File: config.mk
export PLATFORM = sky130hd
export DESIGN_NAME = seq_detect_param
export DESIGN_NICKNAME = d
export VERILOG_FILES = /design/src/rtl/seq_detect_param.sv
export SDC_FILE = /design/constraint.sdc
export NUM_CORES = 1
export LEC_CHECK = 0
export ABC_AREA = 1
export BUFFER_PORTS_ARGS = -buffer_cell sky130_fd_sc_hd__buf_4
export CORE_AREA = 3 3 106 88
export CTS_BUF_LIST = sky130_fd_sc_hd__clkbuf_2
export DETAILED_ROUTE_END_ITERATION = 6
export DIE_AREA = 0 0 109 91
export SKIP_CTS_REPAIR_TIMING = 1
export SLEW_MARGIN = 20
export SYNTH_ARGS = -nofsm -noshare
export SYNTH_HDL_FRONTEND = slang
export SYNTH_SLANG_ARGS = --single-unit
File: constraint.sdc
create_clock -name clk -period 11.7 [get_ports clk]
set_input_delay 1.17 -clock clk [delete_from_list [all_inputs] [get_ports clk]]
set_output_delay 1.17 -clock clk [all_outputs]
set_load 0.05 [all_outputs]
File: src/rtl/seq_detect_param.sv
// Parameterised serial pattern detector.
// Consumes SYM_W stream bits per accepted cycle (din[0] oldest) and compares the
// running history against a runtime-loadable pattern of 1..PAT_MAX bits.
// Ports:
//   clk      - rising-edge clock
//   clr      - asynchronous active-high reset
//   din      - SYM_W stream bits, din[0] first in time
//   din_vld  - din consumed this cycle when high
//   cfg_ld   - load pat/pat_len/overlap into shadow registers (wins over din_vld)
//   pat      - pattern, bit [len-1] first received, bit [0] last
//   pat_len  - pattern length in bits
//   overlap  - 1: overlapping matches, 0: history flushed after each match
//   cnt_clr  - synchronous clear of det_cnt (wins over a coincident match)
//   det      - at least one match in the last accepted symbol
//   det_mask - bit i set when a match ended on din[i]
//   det_cnt  - saturating total match count
//   cfg_err  - loaded length illegal; matching disabled
module seq_detect_param #(
   parameter int unsigned SYM_W   = 2,
   parameter int unsigned PAT_MAX = 16,
   parameter int unsigned CNT_W   = 8,
   parameter logic [PAT_MAX-1:0] DEF_PAT = PAT_MAX'(5'b01110),
   parameter int unsigned DEF_LEN = 5,
   parameter bit          DEF_OVL = 1'b1,
   localparam int unsigned LEN_W  = $clog2(PAT_MAX + 1)
) (
   input  logic               clk,
   input  logic               clr,
   input  logic [SYM_W-1:0]   din,
   input  logic               din_vld,
   input  logic               cfg_ld,
   input  logic [PAT_MAX-1:0] pat,
   input  logic [LEN_W-1:0]   pat_len,
   input  logic               overlap,
   input  logic               cnt_clr,
   output logic               det,
   output logic [SYM_W-1:0]   det_mask,
   output logic [CNT_W-1:0]   det_cnt,
   output logic               cfg_err
);

   localparam int unsigned SUM_W = CNT_W + $clog2(SYM_W + 1);
   localparam logic [CNT_W-1:0] CNT_MAX = '1;

   logic [PAT_MAX-1:0] pat_q,  pat_d;
   logic [LEN_W-1:0]   len_q,  len_d;
   logic               ovl_q,  ovl_d;
   logic               err_q,  err_d;
   logic [PAT_MAX-1:0] hist_q, hist_d;
   logic [LEN_W-1:0]   fill_q, fill_d;
   logic [SYM_W-1:0]   mask_q, mask_d;
   logic               det_q,  det_d;
   logic [CNT_W-1:0]   cnt_q,  cnt_d;

   // Serial scan of the symbol plus next-state selection
   logic [PAT_MAX-1:0] hist_w;
   logic [LEN_W-1:0]   fill_w;
   logic [SYM_W-1:0]   mask_w;
   logic [PAT_MAX-1:0] len_mask;
   logic [SUM_W-1:0]   sum;

   always_comb begin
      pat_d  = pat_q;
      len_d  = len_q;
      ovl_d  = ovl_q;
      err_d  = err_q;
      hist_d = hist_q;
      fill_d = fill_q;
      mask_d = '0;
      det_d  = 1'b0;
      cnt_d  = cnt_q;
      hist_w = hist_q;
      fill_w = fill_q;
      mask_w = '0;
      sum    = '0;

      // Ones in bits [len-1:0]; a shift by PAT_MAX leaves the whole word enabled
      len_mask = ~({PAT_MAX{1'b1}} << len_q);

      for (int i = 0; i < SYM_W; i++) begin
         hist_w = {hist_w[PAT_MAX-2:0], din[i]};
         if (fill_w < LEN_W'(PAT_MAX)) begin
            fill_w = fill_w + LEN_W'(1);
         end
         if (!err_q && (fill_w >= len_q) &&
             (((hist_w ^ pat_q) & len_mask) == '0)) begin
            mask_w[i] = 1'b1;
            // Non-overlap: later bits of this symbol start a fresh search
            if (!ovl_q) begin
               fill_w = '0;
            end
         end
      end

      if (cfg_ld) begin
         pat_d  = pat;
         len_d  = pat_len;
         ovl_d  = overlap;
         err_d  = (pat_len == '0) || (pat_len > LEN_W'(PAT_MAX));
         hist_d = '0;
         fill_d = '0;
      end else if (din_vld) begin
         hist_d = hist_w;
         fill_d = fill_w;
         mask_d = mask_w;
      end

      det_d = |mask_d;

      // Saturating add of this symbol's match count; clear takes priority
      sum = SUM_W'(cnt_q);
      for (int i = 0; i < SYM_W; i++) begin
         sum = sum + SUM_W'(mask_d[i]);
      end
      if (cnt_clr) begin
         cnt_d = '0;
      end else if (sum > SUM_W'(CNT_MAX)) begin
         cnt_d = CNT_MAX;
      end else begin
         cnt_d = sum[CNT_W-1:0];
      end
   end

   // State and output registers
   always_ff @(posedge clk or posedge clr) begin
      if (clr) begin
         pat_q  <= DEF_PAT;
         len_q  <= LEN_W'(DEF_LEN);
         ovl_q  <= DEF_OVL;
         err_q  <= 1'b0;
         hist_q <= '0;
         fill_q <= '0;
         mask_q <= '0;
         det_q  <= 1'b0;
         cnt_q  <= '0;
      end else begin
         pat_q  <= pat_d;
         len_q  <= len_d;
         ovl_q  <= ovl_d;
         err_q  <= err_d;
         hist_q <= hist_d;
         fill_q <= fill_d;
         mask_q <= mask_d;
         det_q  <= det_d;
         cnt_q  <= cnt_d;
      end
   end

   assign det      = det_q;
   assign det_mask = mask_q;
   assign det_cnt  = cnt_q;
   assign cfg_err  = err_q;

endmodule

==> summary.txt <==
Die
  • Io pins: 41
  • Die width: 109 um
  • Starting density of the core: 39.24%
  • Die H: 91 um
  • Core area: 8371 sq um
  • Row count: 30
  • DIE AREA: 9919 sq um

Detailed routing
  • Final WL: 8231 um
  • Via-to-Cell Ratio: 4.899
  • DRT antenna net count: 0
  • DR iter-0 viols: 169
  • DRT Pass-1 Iters: 5
  • WL per Instance: 13.70 um
  • DRC Markers: 0
  • Routed vias: 2944

Layout
  • Final nets: 531
  • Util after Layout: 45.01%
  • Antenna fix cells: 0
  • Fraction of final layout cells sized beyond drive strength 1: 14.93%
  • Post-route cell area: 3767 sq um
  • Most frequent cells in the layout: nand2_1, inv_1, dfrtp_1
  • Most common cell after layout, fill and taps aside: nand2_1
  • Layout area overhead: 14.70%

STA
  • Final hold violations: 0
  • Final WS setup: 6.628 ns
  • Worst hold slack: 0.5237 ns
  • Setup-failing EPs final: 0
  • Slew HR: 51.17%
  • Worst-Margin Slew: 0.7307 ns
  • Fmax: 0.1972 GHz
  • Tmin final: 5.072 ns
  • Fin Setup TNS: 0 ns
  • Fin crit share: 43.35%
  • Setup Skew: 0.02463 ns
  • RSZ-0062 raised after global routing: false
  • Final slew viol count: 0

GRT
  • Met1 Track Usage GR: 26.49%
  • Largest net degree at the start of global routing: 55
  • GRT Util Overall: 17.49%
  • Vias in the first global route: 2845
  • Met3 usage in global routing: 3.625%
  • Initial antenna violation count: 0
  • GR Overflow Total: 0
  • Global routing usage on met2: 25.15%
  • First-pass GRT wire length: 13870 um
  • Layer with the highest usage: met1

Place
  • Pre-CTS setup slack: 6.674 ns
  • Number of port buffers: 40
  • Dpl hpwl: 6216 um
  • GPL Wtd Cong: 0.8961
  • Area post-placement: 3702 sq um

Logic synthesis
  • Syn. warnings: 0
  • Post-Syn Area per Cell: 7.331 sq um
  • Compound-Gate Fraction of Synth Area: 11.96%
  • Synth Area in XOR/XNOR: 4.495%
  • FF+latch count, synth: 54
  • Synth Area in Adders: 5.562%
  • Syn Inst Count: 448
  • Main combinational cell family by area after synthesis: simple AND/OR/NAND/NOR gates
  • Yosys cell types: 33
  • Syn_nets: 491
  • Syn Std Cell Area: 3284 sq um
  • Post-synthesis sequential area ratio: 41.37%
  • Post-synthesis mux area share: 0%
  • Simple-gate share of the synthesized area: 27.12%

Clock network
  • Clock tree buffer depth: 2
  • Clk slew on worst S/H paths: 0.29 ns
  • TritonCTS Buffers: 5
  • H-tree levels: 2
  • Clock Latency Late Sink: 0.45 ns
  • # clock sinks: 54
  • Clock root buffer master: clkbuf_2
  • CTS tree: done

Worst setup path
  • CP endpoint kind: flip-flop
  • R2R cell count: 36
  • CP Max Fanout: 7
  • FF-to-FF setup slack: 6.63 ns
  • Reg-to-reg startpoint: fill_q[0]$_DFFE_PP0P_
  • R2R Path End: det_cnt[4]$_DFF_PP0_
  • Crit path DAT: 5.47 ns
  • Worst EP required: 12.10 ns
  • Critical path launch point type: flip-flop
  • Critical Path Max Stage Delay: 0.49 ns
  • Slowest CP cell: dfrtp_1
  • Cell repeated most along the worst path: nand2_1
  • Kind of critical path: flip-flop to flip-flop

Power and ir drop
  • PwrDens: 102.9 nW/um^2
  • Clock network power share: 25.1%
  • Pleak: 1.941 nW
  • P_int: 0.2631 mW
  • Combinational Power Share: 21.7%
  • Peak supply drop: 0.00004727 V
  • Net Switching: 0.1245 mW
  • Seq pwr share: 53.2%
  • Sw frac: 32.13%

Run
  • Max_cap viols: 0

Hold path
  • Hold depth: 2
  • Hold path endpoint: fill_q[3]$_DFFE_PP0P_
  • Hold path startpoint: fill_q[3]$_DFFE_PP0P_
  • Worst min-delay path class: flip-flop to flip-flop

Outcome
  • Status: finished, final reports clean
[routing by layer]
| metal | routed length, um | up-vias | part of all wire (%) |
|---|---|---|---|
| met3 | 528 | 7 | 6.4 |
| met2 | 3481 | 78 | 42 |
| li1 | - | 1490 | - |
| met5 | 0 | - | 0 |
| met4 | 65 | 0 | 0.79 |
| met1 | 4157 | 1369 | 51 |
[synth_stat cells, drive strengths merged]
library cell / instances / area share (%)
o21ai: 41 / 6.2
nand3b: 2 / 0.46
and2: 1 / 0.19
and3: 1 / 0.19
ha: 13 / 5.0
nor2: 32 / 4.3
clkbuf: 7 / 0.80
o21bai: 1 / 0.23
dfstp: 6 / 4.8
nand4: 6 / 1.1
inv: 75 / 8.6
nand3: 19 / 3.3
fa: 1 / 0.61
o22ai: 15 / 2.9
buf: 1 / 0.11
xor2: 10 / 2.9
a31oi: 1 / 0.19
nor4: 1 / 0.19
a21boi: 1 / 0.23
nand2: 143 / 17
nor3: 3 / 0.46
dfrtp: 48 / 37
xnor2: 6 / 1.6
a21oi: 13 / 2.0
a211oi: 1 / 0.23
[worst max path at each step]
| stage | startpoint | to | cells past startpoint |
|---|---|---|---|
| global placement | fill_q[0]$_DFFE_PP0P_ | det_cnt[0]$_DFF_PP0_ | 36 |
| finish | fill_q[0]$_DFFE_PP0P_ | det_cnt[4]$_DFF_PP0_ | 36 |
| global route | fill_q[0]$_DFFE_PP0P_ | det_cnt[2]$_DFF_PP0_ | 37 |
| detailed placement | fill_q[0]$_DFFE_PP0P_ | det_cnt[4]$_DFF_PP0_ | 36 |
| floorplan | fill_q[0]$_DFFE_PP0P_ | det_cnt[5]$_DFF_PP0_ | 37 |
| CTS | fill_q[0]$_DFFE_PP0P_ | det_cnt[4]$_DFF_PP0_ | 36 |
[power by group through the flow]
stage          registers, mW  logic (mW)  clock network, mW
6_report               0.206      0.0842             0.0971
2_1_floorplan          0.208      0.0572                  0
3_3_place_gp           0.209      0.0826                  0
3_5_place_dp           0.209      0.0841                  0
4_1_cts                0.206      0.0847              0.102
5_1_grt                0.208      0.0972              0.112
[layout make-up]
class,instances,area [sq um]
Fill cell,862,4603
Clock inverter,3,40.04
Multi-Input combinational cell,311,1614
Tap cell,112,140.1
Inverter,75,281.5
Clock buffer,5,25.02
Sequential cell,54,1359
Timing Repair Buffer,41,307.8
[worst max-delay path: cells and delay by family, from the launching register on]
family / cells / cell delay, ns
buffers and inverters: 5 / 0.26
flip-flops: 1 / 0.49
AND/OR/NAND/NOR: 19 / 1.82
AO/OA/AOI/OAI: 6 / 1.01
adder cells (fa/ha/maj): 6 / 1.43
[sequential cells by signal (all words and copies together), names as in the netlist]
register,flops
pat_q,16
hist_q,15
det_cnt,8
fill_q,5
len_q,5
det_mask,2
cfg_err,1
det,1
ovl_q,1
[metrics by stage]
stage / cells / power [mW]
after floorplan: 448 / 0.2653
after global placement: 593 / 0.2917
after detailed placement: 593 / 0.2933
after CTS: 601 / 0.3931
after global routing: 601 / 0.4170
final: 601 / 0.3876
[kinds of logic (layout without fill, tap and decap cells)]
family,after synthesis,count (layout)
adder cells (fa/ha/maj),14,14
buffers and inverters,83,124
flip-flops,54,54
AO/OA/AOI/OAI,73,73
AND/OR/NAND/NOR,208,208
XOR/XNOR,16,16
Power figures use the tool's default switching activity.
